`config.mk`:
```
export PLATFORM = sky130hd
export DESIGN_NAME = regfile_sb
export DESIGN_NICKNAME = d
export VERILOG_FILES = /design/src/rtl/regfile_sb.sv
export SDC_FILE = /design/constraint.sdc
export NUM_CORES = 2
export LEC_CHECK = 0
export ABC_AREA = 0
export BUFFER_PORTS_ARGS = -buffer_cell sky130_fd_sc_hd__clkbuf_2
export CAP_MARGIN = 40
export CELL_PAD_IN_SITES_DETAIL_PLACEMENT = 1
export CELL_PAD_IN_SITES_GLOBAL_PLACEMENT = 1
export CORE_MARGIN = 3
export CORE_UTILIZATION = 40
export DETAILED_ROUTE_END_ITERATION = 10
export GPL_TIMING_DRIVEN = 1
export PLACE_DENSITY_LB_ADDON = 0.25
export SYNTH_ARGS = -nofsm -noshare
export SYNTH_HDL_FRONTEND = slang
export SYNTH_SLANG_ARGS = --single-unit
```
`constraint.sdc`:
```
create_clock -name clk -period 4.4 [get_ports clk]
set_input_delay 0.44 -clock clk [delete_from_list [all_inputs] [get_ports clk]]
set_output_delay 0.44 -clock clk [all_outputs]
set_load 0.02 [all_outputs]
```
`src/rtl/regfile_sb.sv`:
```
// Register file with a built-in busy-bit scoreboard: NUM_RD combinational read ports,
// one write-back port, issue-time busy marking and WAW stall detection.
module regfile_sb #(
    parameter int DATA_W = 32,
    parameter int ADDR_W = 5,
    parameter int NUM_RD = 2,
    parameter int BYPASS = 1
) (
    input  logic                       clk,
    input  logic                       rst_n,
    input  logic                       wr_en,
    input  logic [ADDR_W-1:0]          wr_num,
    input  logic [DATA_W-1:0]          wr_data,
    input  logic [NUM_RD*ADDR_W-1:0]   rd_num,
    output logic [NUM_RD*DATA_W-1:0]   rd_data,
    output logic [NUM_RD-1:0]          rd_busy,
    input  logic                       iss_en,
    input  logic [ADDR_W-1:0]          iss_num,
    output logic                       iss_stall,
    output logic [ADDR_W:0]            busy_cnt,
    output logic                       err_wb_idle
);

    localparam int DEPTH = 2 ** ADDR_W;

    logic [DATA_W-1:0] data_q [1:DEPTH-1];
    logic [DEPTH-1:0]  busy_q;
    logic [DEPTH-1:0]  busy_d;
    logic [DEPTH-1:0]  wr_mask_s;
    logic [DEPTH-1:0]  iss_mask_s;
    logic [ADDR_W:0]   busy_cnt_q;
    logic [ADDR_W:0]   busy_cnt_d;
    logic              err_q;
    logic              err_d;
    logic              wr_hit_s;
    logic              iss_nz_s;
    logic              iss_acc_s;
    logic              cnt_inc_s;
    logic              cnt_dec_s;
    logic [ADDR_W-1:0] rnum_s [NUM_RD];

    assign wr_hit_s   = wr_en && (wr_num != '0);
    assign iss_nz_s   = iss_en && (iss_num != '0);
    // A write-back landing on the same register in the same cycle frees it for reuse.
    assign iss_stall  = iss_nz_s && busy_q[iss_num] && !(wr_hit_s && (wr_num == iss_num));
    assign iss_acc_s  = iss_nz_s && !iss_stall;
    assign wr_mask_s  = wr_hit_s  ? ({{(DEPTH-1){1'b0}}, 1'b1} << wr_num)  : '0;
    assign iss_mask_s = iss_acc_s ? ({{(DEPTH-1){1'b0}}, 1'b1} << iss_num) : '0;
    assign busy_d     = (busy_q & ~wr_mask_s) | iss_mask_s;
    assign cnt_inc_s  = iss_acc_s && !busy_q[iss_num];
    assign cnt_dec_s  = wr_hit_s && busy_q[wr_num] && !(iss_acc_s && (iss_num == wr_num));
    assign err_d      = err_q | (wr_hit_s && !busy_q[wr_num]);

    assign busy_cnt    = busy_cnt_q;
    assign err_wb_idle = err_q;

    genvar g;
    for (g = 0; g < NUM_RD; g++) begin : g_rnum
        assign rnum_s[g] = rd_num[g*ADDR_W +: ADDR_W];
    end

    // Busy counter next state from the increment/decrement events of this edge.
    always_comb begin
        busy_cnt_d = busy_cnt_q;
        case ({cnt_inc_s, cnt_dec_s})
            2'b10:   busy_cnt_d = busy_cnt_q + {{ADDR_W{1'b0}}, 1'b1};
            2'b01:   busy_cnt_d = busy_cnt_q - {{ADDR_W{1'b0}}, 1'b1};
            default: busy_cnt_d = busy_cnt_q;
        endcase
    end

    // Read ports: r0 is hard zero, optional same-cycle forwarding, else storage.
    always_comb begin
        rd_data = '0;
        rd_busy = '0;
        for (int i = 0; i < NUM_RD; i++) begin
            if (rnum_s[i] == '0) begin
                rd_data[i*DATA_W +: DATA_W] = '0;
                rd_busy[i]                  = 1'b0;
            end else if ((BYPASS != 0) && wr_hit_s && (wr_num == rnum_s[i])) begin
                rd_data[i*DATA_W +: DATA_W] = wr_data;
                rd_busy[i]                  = 1'b0;
            end else begin
                rd_data[i*DATA_W +: DATA_W] = data_q[rnum_s[i]];
                rd_busy[i]                  = busy_q[rnum_s[i]];
            end
        end
    end

    // Data storage for r1..r(DEPTH-1).
    always_ff @(posedge clk or negedge rst_n) begin
        if (!rst_n) begin
            for (int i = 1; i < DEPTH; i++) begin
                data_q[i] <= '0;
            end
        end else if (wr_hit_s) begin
            data_q[wr_num] <= wr_data;
        end
    end

    // Scoreboard state: busy bits, their population count and the sticky error flag.
    always_ff @(posedge clk or negedge rst_n) begin
        if (!rst_n) begin
            busy_q     <= '0;
            busy_cnt_q <= '0;
            err_q      <= 1'b0;
        end else begin
            busy_q     <= busy_d;
            busy_cnt_q <= busy_cnt_d;
            err_q      <= err_d;
        end
    end

endmodule
```
Word-level counts from Yosys, hierarchy flattened
Cells that the tools add are included.
{ "word_totals": {"in_bits": 56, "elab_cells": 111, "output_inout_bits": 74, "regBits": 1031} }
{ "op_classes": {"n_reduce_logical": 24, "bitwise_logic": 7, "magnitude_cmp": 8, "n_eq_ne": 6, "add_sub_neg": 2, "n_shift": 2, "n_mux": 28} }
{ "op_table": {"columns": ["operator", "count"], "rows": [
  ["$bwmux W992", 1],
  ["$mux W32", 11],
  ["$bmux W32 S5", 2],
  ["$demux W32 S5", 1],
  ["$shl A1 B5 Y32 const A", 2],
  ["$and A32 B32 Y32", 1],
  ["$not A32 Y32", 1],
  ["$or A32 B32 Y32", 1],
  ["$lt A5 B6 Y1 const B", 4],
  ["$bmux W1 S5", 4],
  ["$eq A5 B5 Y1", 4],
  ["$ge A6 B6 Y1 const B", 3],
  ["$not A5 Y6", 3],
  ["$logic_and A1 B1 Y1", 14],
  ["$pmux W6 S2", 1],
  ["$logic_not A5 Y1", 2],
  ["$reduce_bool A5 Y1", 2],
  ["$mux W1", 8],
  ["$add A6 B1 Y6 const B", 1],
  ["$lt A6 B1 Y1 const B", 1],
  ["$sub A6 B1 Y6 const B", 1],
  ["$logic_not A1 Y1", 5],
  ["$eq A2 B1 Y1 const B", 1],
  ["$eq A2 B2 Y1 const B", 1],
  ["other kinds (2)", 2]
]} }

Longest topological paths before layout
{ "logic_depth": {"depth_word": 12, "mapped_depth": 15, "depth_no_buf": 13} }

Worst setup path after synthesis
No wires, ideal clock.
{ "synth_path": {"path_type": "input -> register", "startpoint": "input wr_num[0]", "endpoint": "register busy_cnt_q[5] (netlist: busy_cnt[5])", "setup_ns": 0.080, "t_arrival_ns": 3.468, "path_buffers": 1, "t_required_ns": 4.320, "path_slack_ns": 0.852, "path_stages": 12, "cell_sequence": "buf_2 > mux4_2 > mux4_2 > mux2_2 > and3_1 > ha_1 > ha_1 > a21o_1 > a21oi_1 > o21ai_0 > a211oi_1 > xnor2_1"} }
{ "synth_via": {"elab_chain_cells": 12, "word_cells_on_any_way": 20, "cone_classes": "eq/ne (4); mux (3); reduce/logical (13)"} }
{ "synth_rtl": {"columns": ["element", "line_no", "text"], "rows": [
  ["start, declared", "12", "input logic [ADDR_W-1:0] wr_num,"],
  ["parallel branches: the longest is 12 deep, another holds $pmux W6 S2", null, null],
  ["end signal, assigned", "109", "busy_cnt_q <= busy_cnt_d;"],
  ["end, declared", "31", "logic [ADDR_W:0] busy_cnt_q;"]
]} }
Several ways; the timed one is not identified. The select of a mux whose other input is x is not followed.
A chain may end at the register's enable or synchronous reset.

Worst setup path in the final report
{ "layout_path": {"startpoint": "input wr_num[0]", "endpoint": "output rd_data[2]"} }
{ "layout_via": {"elab_chain_cells": 5, "word_cells_on_any_way": 6, "cone_classes": "eq/ne (1); mux (2); reduce/logical (3)"} }
{ "layout_rtl": {"columns": ["element", "line_no", "text"], "rows": [
  ["$reduce_bool A5 Y1", "42", "assign wr_hit_s = wr_en && (wr_num != '0);"],
  ["$logic_and A1 B1 Y1", "42", null],
  ["$logic_and A1 B1 Y1 (*)", "80", "end else if ((BYPASS != 0) && wr_hit_s && (wr_num == rnum_s[i])) begin"],
  ["$mux W32 (*)", "80", null],
  ["$mux W32 (*)", "77", "if (rnum_s[i] == '0) begin"],
  ["end, declared", "15", "output logic [NUM_RD*DATA_W-1:0] rd_data,"]
]} }
Every way passes the cells marked *; elsewhere a longest branch is shown, timed or not.

==> run metrics <==
Netlist cell types 52; synthesized area 56,600 sq um; clk slew on worst S/H paths 0.06 ns; # H-tree levels 3; Leak 27.3 nW; ys flop type dfrtp_1; Clk Latency, worst-skew pair 0.75 ns; R2R Setup Slk 0.74 ns; crit-path max cell delay 0.57 ns; Pins Over Slew Limit 0; Via-to-Cell Ratio 6.24; TNS Setup 0 ns; setup bufs post-CTS 0; Post-Synthesis Net Count 3,912; Post-synth EDFFs 0; Post-DP HPWL 118,000 um; layout cell share with drive strength beyond 1 0.543; RSZ-0062 raised after global routing false; Final period util 0.891; WL met3 10,300 um; reg-to-reg endpoint busy_cnt[5]; largest net degree at the start of global routing 110; synth warn 0; Horiz. Die Dim 382 um; CTS Hold Bufs 1; Final min period 3.92 ns; top layer in use met5; Cells after Synth 3,850; synthesis-to-layout area growth 12.9%; MaxCap Viol Count 0; initial DRC count 2,782; Final Skew 0.0217 ns; final weighted congestion in routability-driven placement 0.804; Worst VDD drop 0.000356 V; Hold Path Depth 2; first-pass GRT wire length 280,000 um; crit path launch type input pin; worst reg2reg path depth 11; number of synthesized register bits 1,031; vias in the first global route 38,706; Worst Path Max Fanout 19; number of I/O pins 130; worst hold endpoint data_q[288]; Fin. Hold Viols 0; die height 382 um; Max Freq 255 MHz; TritonRoute pass-1 iters 5; PortBufs 129; # setup viols final 0; worst path required time 3.96 ns; WL met1 84,700 um; CP Class in2out; Mean Syn Cell Area 14.7 sq um; Core Footprint 140,000 sq um; PostCTS Resize Cnt 0; drt drc 0; status completed; clock buffer depth 3; DIE AREA 146,000 sq um; RR Startpoint busy_q[28]; slowest CP cell or3_4; worst slack, placed 0.259 ns; initial core utilization 0.404; initial antenna violation count 7; Cell Pwr Density 463 nW/um^2; post-route setup slack 0.478 ns; worst relative slew slack 0.390; all-layer global routing usage 0.260; arrival time worst endpoint 3.48 ns; # rows 137; CTS sink cnt 1,031; grt ovf 0; Post-synth ARST share 1.00; register area share after synthesis 0.456; nets 3,920; Critical Path End Type primary output; Routed WL 190,000 um; hold wc startpoint wr_data[0]; CTS tree built; worst-path cell chain clkbuf_2 > buf_4 > or2_2 > o31ai_1 > or3_4 > buf_4 > nor2_1 > a31oi_1 > clkbuf_2; WL met2 89,700 um; DR vias 36,408; Worst Hold Class in2reg; wire per inst 32.5 um; Root Buffer clkbuf_16; post-route ant nets 0; cts bufs inserted 117; Worst-Margin Slew 0.916 ns
layout make-up:
cell class	instances	area, sq um
timing repair buffer	314	2670
multi-input combinational	2372	29100
inverter	22	82.6
tap	1876	2350
antenna	6	15.0
sequential	1031	25800
clock inverter	34	473
clock buffer	176	3450
fill	13693	76100
critical path: cells and delay by family:
family	cells	cell delay, ns
buffers and inverters	4	1.14
AND/OR/NAND/NOR	3	1.05
AO/OA/AOI/OAI	2	0.82
routing by layer:
layer | vias to the layer above | global-route usage
met5 | - | 0
met4 | 8 | 0.0682
met3 | 260 | 0.0439
met2 | 931 | 0.418
met1 | 20295 | 0.367
li1 | 14914 | -
cells in the final DEF (no fill, tap or decap), drive strengths merged, types with 18 or more instances in the layout:
cell	count
a2111o	18
a21oi	33
a221oi	49
a22oi	32
a31oi	33
buf	195
clkbuf	294
clkinv	21
dfrtp	1031
inv	24
mux2	1091
mux2i	109
mux4	515
nand2	118
nor2	141
o211ai	32
o21ai	54
stage by stage:
step | std cells | hold WS (ns) | util | instance area, sq um | power, mW
after floorplan | 3850 | 0.144 | - | 56600 | 17.4
after global placement | 5608 | 0.455 | 0.427 | 59800 | 19.4
after detailed placement | 5614 | 0.460 | 0.428 | 60000 | 19.7
after CTS | 5825 | 0.0979 | 0.456 | 63900 | 29.8
after global routing | 5825 | 0.142 | 0.456 | 63900 | 31.0
final | 5831 | 0.164 | 0.456 | 63900 | 29.6
worst max path at each step:
| stage | from | endpoint | slack [ns] | cells after the start |
|---|---|---|---|---|
| floorplan | wr_num[0] | busy_cnt[5] | 0.85 | 12 |
| global placement | wr_num[0] | busy_cnt[5] | 0.33 | 12 |
| detailed placement | wr_num[0] | busy_cnt[5] | 0.26 | 12 |
| CTS | wr_num[0] | rd_data[2] | 0.47 | 9 |
| global route | wr_num[0] | rd_data[2] | 0.35 | 9 |
| finish | wr_num[0] | rd_data[2] | 0.48 | 9 |
report_power, final:
part	internal (mW)	switching, mW
Sequential	11.4	1.45
Combinational	3.85	2.83
Clock	5.91	4.17
Total	21.1	8.46
logic make-up (layout without fill, tap and decap cells):
kind of cell / Yosys count / after routing / synth area share
mux: 1715 / 1715 / 0.441
simple gates: 315 / 315 / 0.0233
flops: 1031 / 1031 / 0.456
xor+xnor: 20 / 20 / 0.00309
buf+inv: 447 / 546 / 0.0346
fa+ha+maj: 6 / 6 / 0.00146
other cells: 0 / 6 / 0
compound gates: 316 / 316 / 0.0410
flip-flops by register name, indices dropped and copies added (netlist names):
signal and flops:
busy_q 32, data_q 992, busy_cnt 6, err_wb_idle 1
Yosys cell counts (all sizes together) (2+ instances only):
cell type / number / area [sq um]
nand3: 4 / 25.0
o21ai: 54 / 270
a221o: 13 / 130
a2111o: 18 / 203
nor3b: 3 / 22.5
a221oi: 49 / 429
nand4: 3 / 18.8
a22oi: 32 / 240
nand2: 118 / 443
and2: 2 / 12.5
clkbuf: 210 / 788
nor2: 141 / 529
nor2b: 6 / 37.5
dfrtp: 1031 / 25800
mux2i: 109 / 1090
mux2: 1091 / 12300
a32o: 15 / 150
mux4: 515 / 11600
o211ai: 32 / 240
o2111ai: 13 / 114
nor4: 3 / 18.8
a21oi: 33 / 165
buf: 215 / 1090
xor2: 10 / 87.6
nand2b: 10 / 62.6
o22ai: 12 / 75.1
and3: 4 / 25.0
nor3: 10 / 50.1
xnor2: 10 / 87.6
inv: 22 / 82.6
or2: 8 / 50.1
a21boi: 2 / 15.0
a31oi: 33 / 206
ha: 5 / 62.6
Power figures use the tool's default switching activity.
